$ cat src/rtl/desired_drive_pipe_if.sv
// Sample/result bundle for desired_drive_pipe: the sensor side drives the sample fields,
// and the pipe drives the target current, its valid pulse and the saturation flag.
interface desired_drive_pipe_if #(
  parameter int TQ_W  = 12,
  parameter int INC_W = 13,
  parameter int CAD_W = 5,
  parameter int SCL_W = 3,
  parameter int OUT_W = 12
);
  logic                    in_vld;
  logic [TQ_W-1:0]         avg_torque;
  logic [CAD_W-1:0]        cadence;
  logic                    not_pedaling;
  logic signed [INC_W-1:0] incline;
  logic [SCL_W-1:0]        scale;
  logic [OUT_W-1:0]        target_curr;
  logic                    out_vld;
  logic                    sat;

  modport master (
    output in_vld, avg_torque, cadence, not_pedaling, incline, scale,
    input  target_curr, out_vld, sat
  );

  modport slave (
    input  in_vld, avg_torque, cadence, not_pedaling, incline, scale,
    output target_curr, out_vld, sat
  );
endinterface

$ cat src/rtl/desired_drive_pipe.sv
// Six-register valid-qualified pipeline mapping torque/incline/cadence/scale to a target current.
// Define TGT_SLEW_EN to limit rising target current to SLEW_UP per update.
module desired_drive_pipe #(
  parameter int              TQ_W       = 12,
  parameter logic [TQ_W-1:0] TORQUE_MIN = 12'h380,
  parameter int              INC_W      = 13,
  parameter int              CAD_W      = 5,
  parameter int              SCL_W      = 3,
  parameter int              OUT_W      = 12,
  parameter int              SHIFT      = 15
`ifdef TGT_SLEW_EN
  , parameter logic [OUT_W-1:0] SLEW_UP = 12'h040
`endif
) (
  input logic           clk,
  input logic           rst_n,
  desired_drive_pipe_if.slave pipe_if
);

  localparam int P1_W = TQ_W + 9;
  localparam int P2_W = P1_W + CAD_W + 1;
  localparam int PW   = P2_W + SCL_W;
  localparam logic signed [INC_W-1:0] INC_HI = INC_W'(511);
  localparam logic signed [INC_W-1:0] INC_LO = INC_W'(-512);

  logic                vld0_q, vld1_q, vld2_q, vld3_q, vld4_q, out_vld_q;
  logic [TQ_W-1:0]     tq0_q;
  logic [8:0]          incl0_q;
  logic [CAD_W:0]      cad0_q, cad1_q;
  logic [SCL_W-1:0]    scl0_q, scl1_q, scl2_q;
  logic                np0_q, np1_q, np2_q, np3_q;
  logic [P1_W-1:0]     p1_q;
  logic [P2_W-1:0]     p2_q;
  logic [PW-1:0]       p3_q;
  logic [OUT_W-1:0]    r4_q, target_q;
  logic                sat4_q, sat_q;

  logic signed [9:0]   incSat_d;
  logic signed [10:0]  inclSum_d;
  logic [8:0]          incl_d;
  logic [TQ_W-1:0]     tq_d;
  logic [CAD_W:0]      cad_d;
  logic [PW-1:0]       rFull_d;
  logic                rOver_d;
  logic [OUT_W-1:0]    r4_d, target_d;
  logic                sat4_d;

  // Input conditioning: incline is clamped twice so the offset add can never wrap.
  always_comb begin
    if ($signed(pipe_if.incline) > INC_HI)      incSat_d = 10'b01_1111_1111;
    else if ($signed(pipe_if.incline) < INC_LO) incSat_d = 10'b10_0000_0000;
    else                                        incSat_d = pipe_if.incline[9:0];
    inclSum_d = 11'(incSat_d) + 11'sd256;
    if (inclSum_d[10])              incl_d = '0;
    else if (inclSum_d > 11'sd511)  incl_d = 9'd511;
    else                            incl_d = inclSum_d[8:0];
    tq_d  = (pipe_if.avg_torque > TORQUE_MIN) ? pipe_if.avg_torque - TORQUE_MIN : '0;
    cad_d = (pipe_if.cadence > CAD_W'(1)) ? (CAD_W+1)'(pipe_if.cadence) + (CAD_W+1)'(32) : '0;
  end

  // Not-pedaling forces a clean zero with no saturation report.
  always_comb begin
    rFull_d = p3_q >> SHIFT;
    rOver_d = |(rFull_d >> OUT_W);
    if (np3_q) begin
      r4_d   = '0;
      sat4_d = 1'b0;
    end else begin
      r4_d   = rOver_d ? '1 : rFull_d[OUT_W-1:0];
      sat4_d = rOver_d;
    end
  end

`ifdef TGT_SLEW_EN
  logic [OUT_W:0]   slewSum_d;
  logic [OUT_W-1:0] slewLim_d;

  // Rising steps are capped relative to the current output; falls pass straight through.
  always_comb begin
    slewSum_d = {1'b0, target_q} + {1'b0, SLEW_UP};
    slewLim_d = slewSum_d[OUT_W] ? '1 : slewSum_d[OUT_W-1:0];
    target_d  = (r4_q < slewLim_d) ? r4_q : slewLim_d;
  end
`else
  always_comb begin
    target_d = r4_q;
  end
`endif

  // Valid bits always advance; data registers load only behind a set valid.
  always_ff @(posedge clk or negedge rst_n) begin
    if (!rst_n) begin
      vld0_q <= 1'b0; vld1_q <= 1'b0; vld2_q <= 1'b0;
      vld3_q <= 1'b0; vld4_q <= 1'b0; out_vld_q <= 1'b0;
      tq0_q <= '0; incl0_q <= '0; cad0_q <= '0; scl0_q <= '0; np0_q <= 1'b0;
      p1_q <= '0; cad1_q <= '0; scl1_q <= '0; np1_q <= 1'b0;
      p2_q <= '0; scl2_q <= '0; np2_q <= 1'b0;
      p3_q <= '0; np3_q <= 1'b0;
      r4_q <= '0; sat4_q <= 1'b0;
      target_q <= '0; sat_q <= 1'b0;
    end else begin
      vld0_q    <= pipe_if.in_vld;
      vld1_q    <= vld0_q;
      vld2_q    <= vld1_q;
      vld3_q    <= vld2_q;
      vld4_q    <= vld3_q;
      out_vld_q <= vld4_q;
      if (pipe_if.in_vld) begin
        tq0_q   <= tq_d;
        incl0_q <= incl_d;
        cad0_q  <= cad_d;
        scl0_q  <= pipe_if.scale;
        np0_q   <= pipe_if.not_pedaling;
      end
      if (vld0_q) begin
        p1_q   <= P1_W'(tq0_q) * P1_W'(incl0_q);
        cad1_q <= cad0_q;
        scl1_q <= scl0_q;
        np1_q  <= np0_q;
      end
      if (vld1_q) begin
        p2_q   <= P2_W'(p1_q) * P2_W'(cad1_q);
        scl2_q <= scl1_q;
        np2_q  <= np1_q;
      end
      if (vld2_q) begin
        p3_q  <= PW'(p2_q) * PW'(scl2_q);
        np3_q <= np2_q;
      end
      if (vld3_q) begin
        r4_q   <= r4_d;
        sat4_q <= sat4_d;
      end
      if (vld4_q) begin
        target_q <= target_d;
        sat_q    <= sat4_q;
      end
    end
  end

  assign pipe_if.target_curr = target_q;
  assign pipe_if.out_vld     = out_vld_q;
  assign pipe_if.sat         = sat_q;

endmodule

$ cat src/flat_wrapper.sv
// flat-port wrapper written by rule: the top's interface ports become plain ports
module desired_drive_pipe_flat 
#(
  parameter int              TQ_W       = 12,
  parameter logic [TQ_W-1:0] TORQUE_MIN = 12'h380,
  parameter int              INC_W      = 13,
  parameter int              CAD_W      = 5,
  parameter int              SCL_W      = 3,
  parameter int              OUT_W      = 12,
  parameter int              SHIFT      = 15

)
  (clk, rst_n, pipe_if_in_vld, pipe_if_avg_torque, pipe_if_cadence, pipe_if_not_pedaling, pipe_if_incline, pipe_if_scale, pipe_if_target_curr, pipe_if_out_vld, pipe_if_sat);
  desired_drive_pipe_if #(.TQ_W(TQ_W), .INC_W(INC_W), .CAD_W(CAD_W), .SCL_W(SCL_W), .OUT_W(OUT_W)) pipe_if_i ();
  input logic clk;
  input logic rst_n;
  input wire logic [$bits(pipe_if_i.in_vld)-1:0] pipe_if_in_vld;
  input wire logic [$bits(pipe_if_i.avg_torque)-1:0] pipe_if_avg_torque;
  input wire logic [$bits(pipe_if_i.cadence)-1:0] pipe_if_cadence;
  input wire logic [$bits(pipe_if_i.not_pedaling)-1:0] pipe_if_not_pedaling;
  input wire logic [$bits(pipe_if_i.incline)-1:0] pipe_if_incline;
  input wire logic [$bits(pipe_if_i.scale)-1:0] pipe_if_scale;
  output wire logic [$bits(pipe_if_i.target_curr)-1:0] pipe_if_target_curr;
  output wire logic [$bits(pipe_if_i.out_vld)-1:0] pipe_if_out_vld;
  output wire logic [$bits(pipe_if_i.sat)-1:0] pipe_if_sat;
  assign pipe_if_i.in_vld = pipe_if_in_vld;
  assign pipe_if_i.avg_torque = pipe_if_avg_torque;
  assign pipe_if_i.cadence = pipe_if_cadence;
  assign pipe_if_i.not_pedaling = pipe_if_not_pedaling;
  assign pipe_if_i.incline = pipe_if_incline;
  assign pipe_if_i.scale = pipe_if_scale;
  assign pipe_if_target_curr = pipe_if_i.target_curr;
  assign pipe_if_out_vld = pipe_if_i.out_vld;
  assign pipe_if_sat = pipe_if_i.sat;
  desired_drive_pipe #(.TQ_W(TQ_W), .TORQUE_MIN(TORQUE_MIN), .INC_W(INC_W), .CAD_W(CAD_W), .SCL_W(SCL_W), .OUT_W(OUT_W), .SHIFT(SHIFT)) u_core (.clk(clk), .rst_n(rst_n), .pipe_if(pipe_if_i));
endmodule
$ cat config.mk
export PLATFORM = sky130hd
export DESIGN_NAME = desired_drive_pipe_flat
export DESIGN_NICKNAME = d
export VERILOG_FILES = /design/src/rtl/desired_drive_pipe_if.sv /design/src/rtl/desired_drive_pipe.sv /design/src/flat_wrapper.sv
export SDC_FILE = /design/constraint.sdc
export NUM_CORES = 1
export LEC_CHECK = 0
export ABC_AREA = 1
export CAP_MARGIN = 25
export CELL_PAD_IN_SITES_DETAIL_PLACEMENT = 1
export CELL_PAD_IN_SITES_GLOBAL_PLACEMENT = 1
export CORE_MARGIN = 5
export CORE_UTILIZATION = 47
export CTS_CLUSTER_SIZE = 20
export DETAILED_ROUTE_END_ITERATION = 12
export PLACE_DENSITY_LB_ADDON = 0.1
export SLEW_MARGIN = 20
export SYNTH_ARGS = -nofsm -noshare
export SYNTH_HDL_FRONTEND = slang
export SYNTH_SLANG_ARGS = --single-unit
export TNS_END_PERCENT = 10
$ cat constraint.sdc
create_clock -name clk -period 5.4 [get_ports clk]
set_clock_uncertainty 0.15 [all_clocks]
set_input_delay 1.08 -clock clk [delete_from_list [all_inputs] [get_ports clk]]
set_output_delay 1.08 -clock clk [all_outputs]
set_load 0.02 [all_outputs]
==> metrics.yaml <==
status: "finished, final reports clean"
start_util_pct: 47.5
dieArea_sq_um: 37700
clk_path_buf_depth: 2
fin_util_pct: 52.0
p_leak_nw: 10.3
netlist_instances: 2218
fin_area_sq_um: 17400
irDropWorstVdd_mv: 0.304
die-width_microns: 194
yosysSeqAreaShare_pct: 22.1
overflow: 0
wl_mm: 44.7
ctsHoldBuffers: 0
grt_usage_pct: 24.3
cp_max_fo: 13
finalCritPeriodShare_pct: 87.8
cp_slowest_cell: "dfrtp_1"
final_nets: 2543
grt_pass1_wl_mm: 74.9
finalSetupViolCount: 0
synth_edf_count: 0
relSlewSlack_pct: 35.2
min_period_ns: 4.74
synth_cell_types: 49
cts_setup_buffers: 0
routedWlPerCell_microns: 16.6
syn_nets: 2534
io_pins: 51
cts_resized: 0
place.gp.congestion: 0.917
cts_sinks: 141
multiInputGateArea_sq_um: 10000
clock-root-buffer: "clkbuf_16"
synth_ff_type: "dfrtp_1"
cp.required_ns: 5.63
yosys.area.top_type: "dfrtp_1"
whs_ns: 0.331
grt_max_degree: 73
pwr_density_cell_nw_per_um2: 520
worstPathCellList: "nand2_1 -> inv_1 -> fa_1 -> inv_1 -> fa_1 -> inv_1 -> fa_1 -> inv_1 -> fa_1 -> inv_1 -> ha_1 -> nand2_1 -> nor2_1 -> nand4_1 -> nand3_1 -> nand2_1 -> inv_2 -> nor2_1 -> nand2_1 -> nand3_1 -> nand2_1"
clock_latency_ns: 0.45
regArea_sq_um: 3530
hold_viol: 0
port_buffers: 50
hp-class: "flip-flop to flip-flop"
die_y_microns: 194
syn_to_final_growth_pct: 9.38
drc_errors: 0
synth-async-reset-ratio_pct: 100
core-area_sq_um: 33500
clk_pin_slew_ns: 0.07
cts_buffers: 17
fillCellCount: 4347
cp_slowest_stage_delay_ns: 0.55
total_power_mw: 9.07
via_per_inst: 5.15
rsz0062_at_grt: "no"
placed_cells: 2655
arrival_ns: 4.97
instances_no_fill: 2688
syn-cell-area_sq_um: 15900
syn_avg_cell_area_sq_um: 7.19
ys.warnings.count: 0
drv_cap: 0
setup_slack_ns: 0.660
pre_cts_ws_ns: 0.690
firstDrtPassIters: 5
core.rowCount: 67
cp-end-kind: "flip-flop"
cts_tree: "done"
setup_tns_ns: 0
synth.top_cell.area_share_pct: 22.1
drive_gt1_share_pct: 3.17
ant_nets: 0
drtIter0Drc: 581
drv_slew: 0
tightest_slew_ns: 0.973
ys_seq_elements: 141
htreeDepth: 4
critPathKind: "flip-flop to flip-flop"
antenna_cells: 0
grt_antenna_before_repair: 0
max_freq_mhz: 211
dp_hpwl_mm: 36.5
placed_area_sq_um: 16800
start_kind: "flip-flop"
synth_area_leaders: "dfrtp_1, fa_1, nand2_1"
first_global_vias: 15000
vias: 13800
-- critical path, delay by kind of cell, from the launching register on --
family	cells	cell delay (ns)
buf+inv	6	0.36
flops	1	0.55
fa+ha+maj	5	2.51
simple gates	10	1.12
-- logic make-up (layout without fill, tap and decap cells) --
logic type / after synthesis / after routing / share of synthesized area, %
AND/OR/NAND/NOR: 911 / 911 / 23.3
XOR/XNOR: 14 / 14 / 0.769
buffers and inverters: 625 / 647 / 14.9
flip-flops: 141 / 141 / 22.1
AO/OA/AOI/OAI: 248 / 248 / 8.91
adder cells (fa/ha/maj): 279 / 279 / 30.0
-- cells in the final DEF, fill, tap and decap left out, drive strengths merged, types with 2 or more instances in the layout --
master	n
nand2	670
inv	558
fa	173
dfrtp	141
nor2	108
ha	106
o21ai	95
a21oi	88
nand3	86
clkdlybuf4s50	49
clkbuf	19
nand4	18
a31oi	12
buf	12
o211ai	10
o21bai	10
or2	10
nand3b	9
a21o	8
xor2	8
o31ai	8
clkinv	7
xnor2	6
a21boi	6
nor3	5
nor4	4
o221ai	3
o21a	3
a211oi	2
bufinv	2
-- cells in the mapped netlist, types with 3 or more instances --
cell type,number
nor2_2,3
o21ai_1,35
clkbuf_1,60
inv_2,7
o221ai_1,3
nand2_1,663
a21o_1,8
inv_1,545
o21a_1,3
fa_1,173
nand3b_1,9
nand3_1,83
dfrtp_1,141
o31ai_1,8
xnor2_1,6
a21boi_1,4
xor2_1,8
a21oi_1,86
buf_1,5
o21bai_1,10
nor3_1,5
a31oi_1,12
or2_1,7
nor2_1,104
ha_1,106
nand2_2,6
buf_2,3
nand4_1,18
o21ai_0,58
o211ai_1,10
nor4_1,4
-- final timing paths --
check                                  startpoint  cells after the start  slack (ns)               to
min in group asynchronous                   rst_n                      1        0.48  u_core.p2_q[12]
worst min register to register    u_core.p3_q[28]                      2        0.33  u_core.p3_q[28]
worst min-delay path              u_core.p3_q[28]                      2        0.33  u_core.p3_q[28]
worst max register to register  u_core.incl0_q[8]                     21        0.66  u_core.p1_q[20]
worst max-delay path            u_core.incl0_q[8]                     21        0.66  u_core.p1_q[20]
max in group asynchronous                   rst_n                      2        3.64  u_core.p1_q[19]
-- routing by layer --
layer,track usage (%),up-vias,part of all wire (%)
met2,43.8,167,51
met1,30.1,6969,43
met5,0,-,0
met3,3.44,64,2.7
met4,7.79,0,3.0
li1,-,6644,-
-- registers in the layout, summed over array words and instances (netlist names), 6 cells and up --
| name | count |
|---|---|
| u_core.p1_q | 21 |
| u_core.p3_q | 15 |
| u_core.r4_q | 12 |
| u_core.tq0_q | 12 |
| u_core.incl0_q | 9 |
| u_core.cad0_q | 6 |
| u_core.pipe_if.target_curr | 12 |
| u_core.cad1_q | 6 |
| u_core.p2_q | 27 |
-- area by class of cell --
type	instances	area share, %
multi-input combinational	1452	57.6
sequential	141	20.2
clock inverter	13	0.983
clock buffer	19	2.60
tap	448	3.21
timing repair buffer	61	3.47
inverter	554	11.9
-- power by group --
group	switching [mW]	internal [mW]
clock network	0.551	0.726
logic	3.83	2.13
registers	0.489	1.35
(Power assumes the default switching activity.)
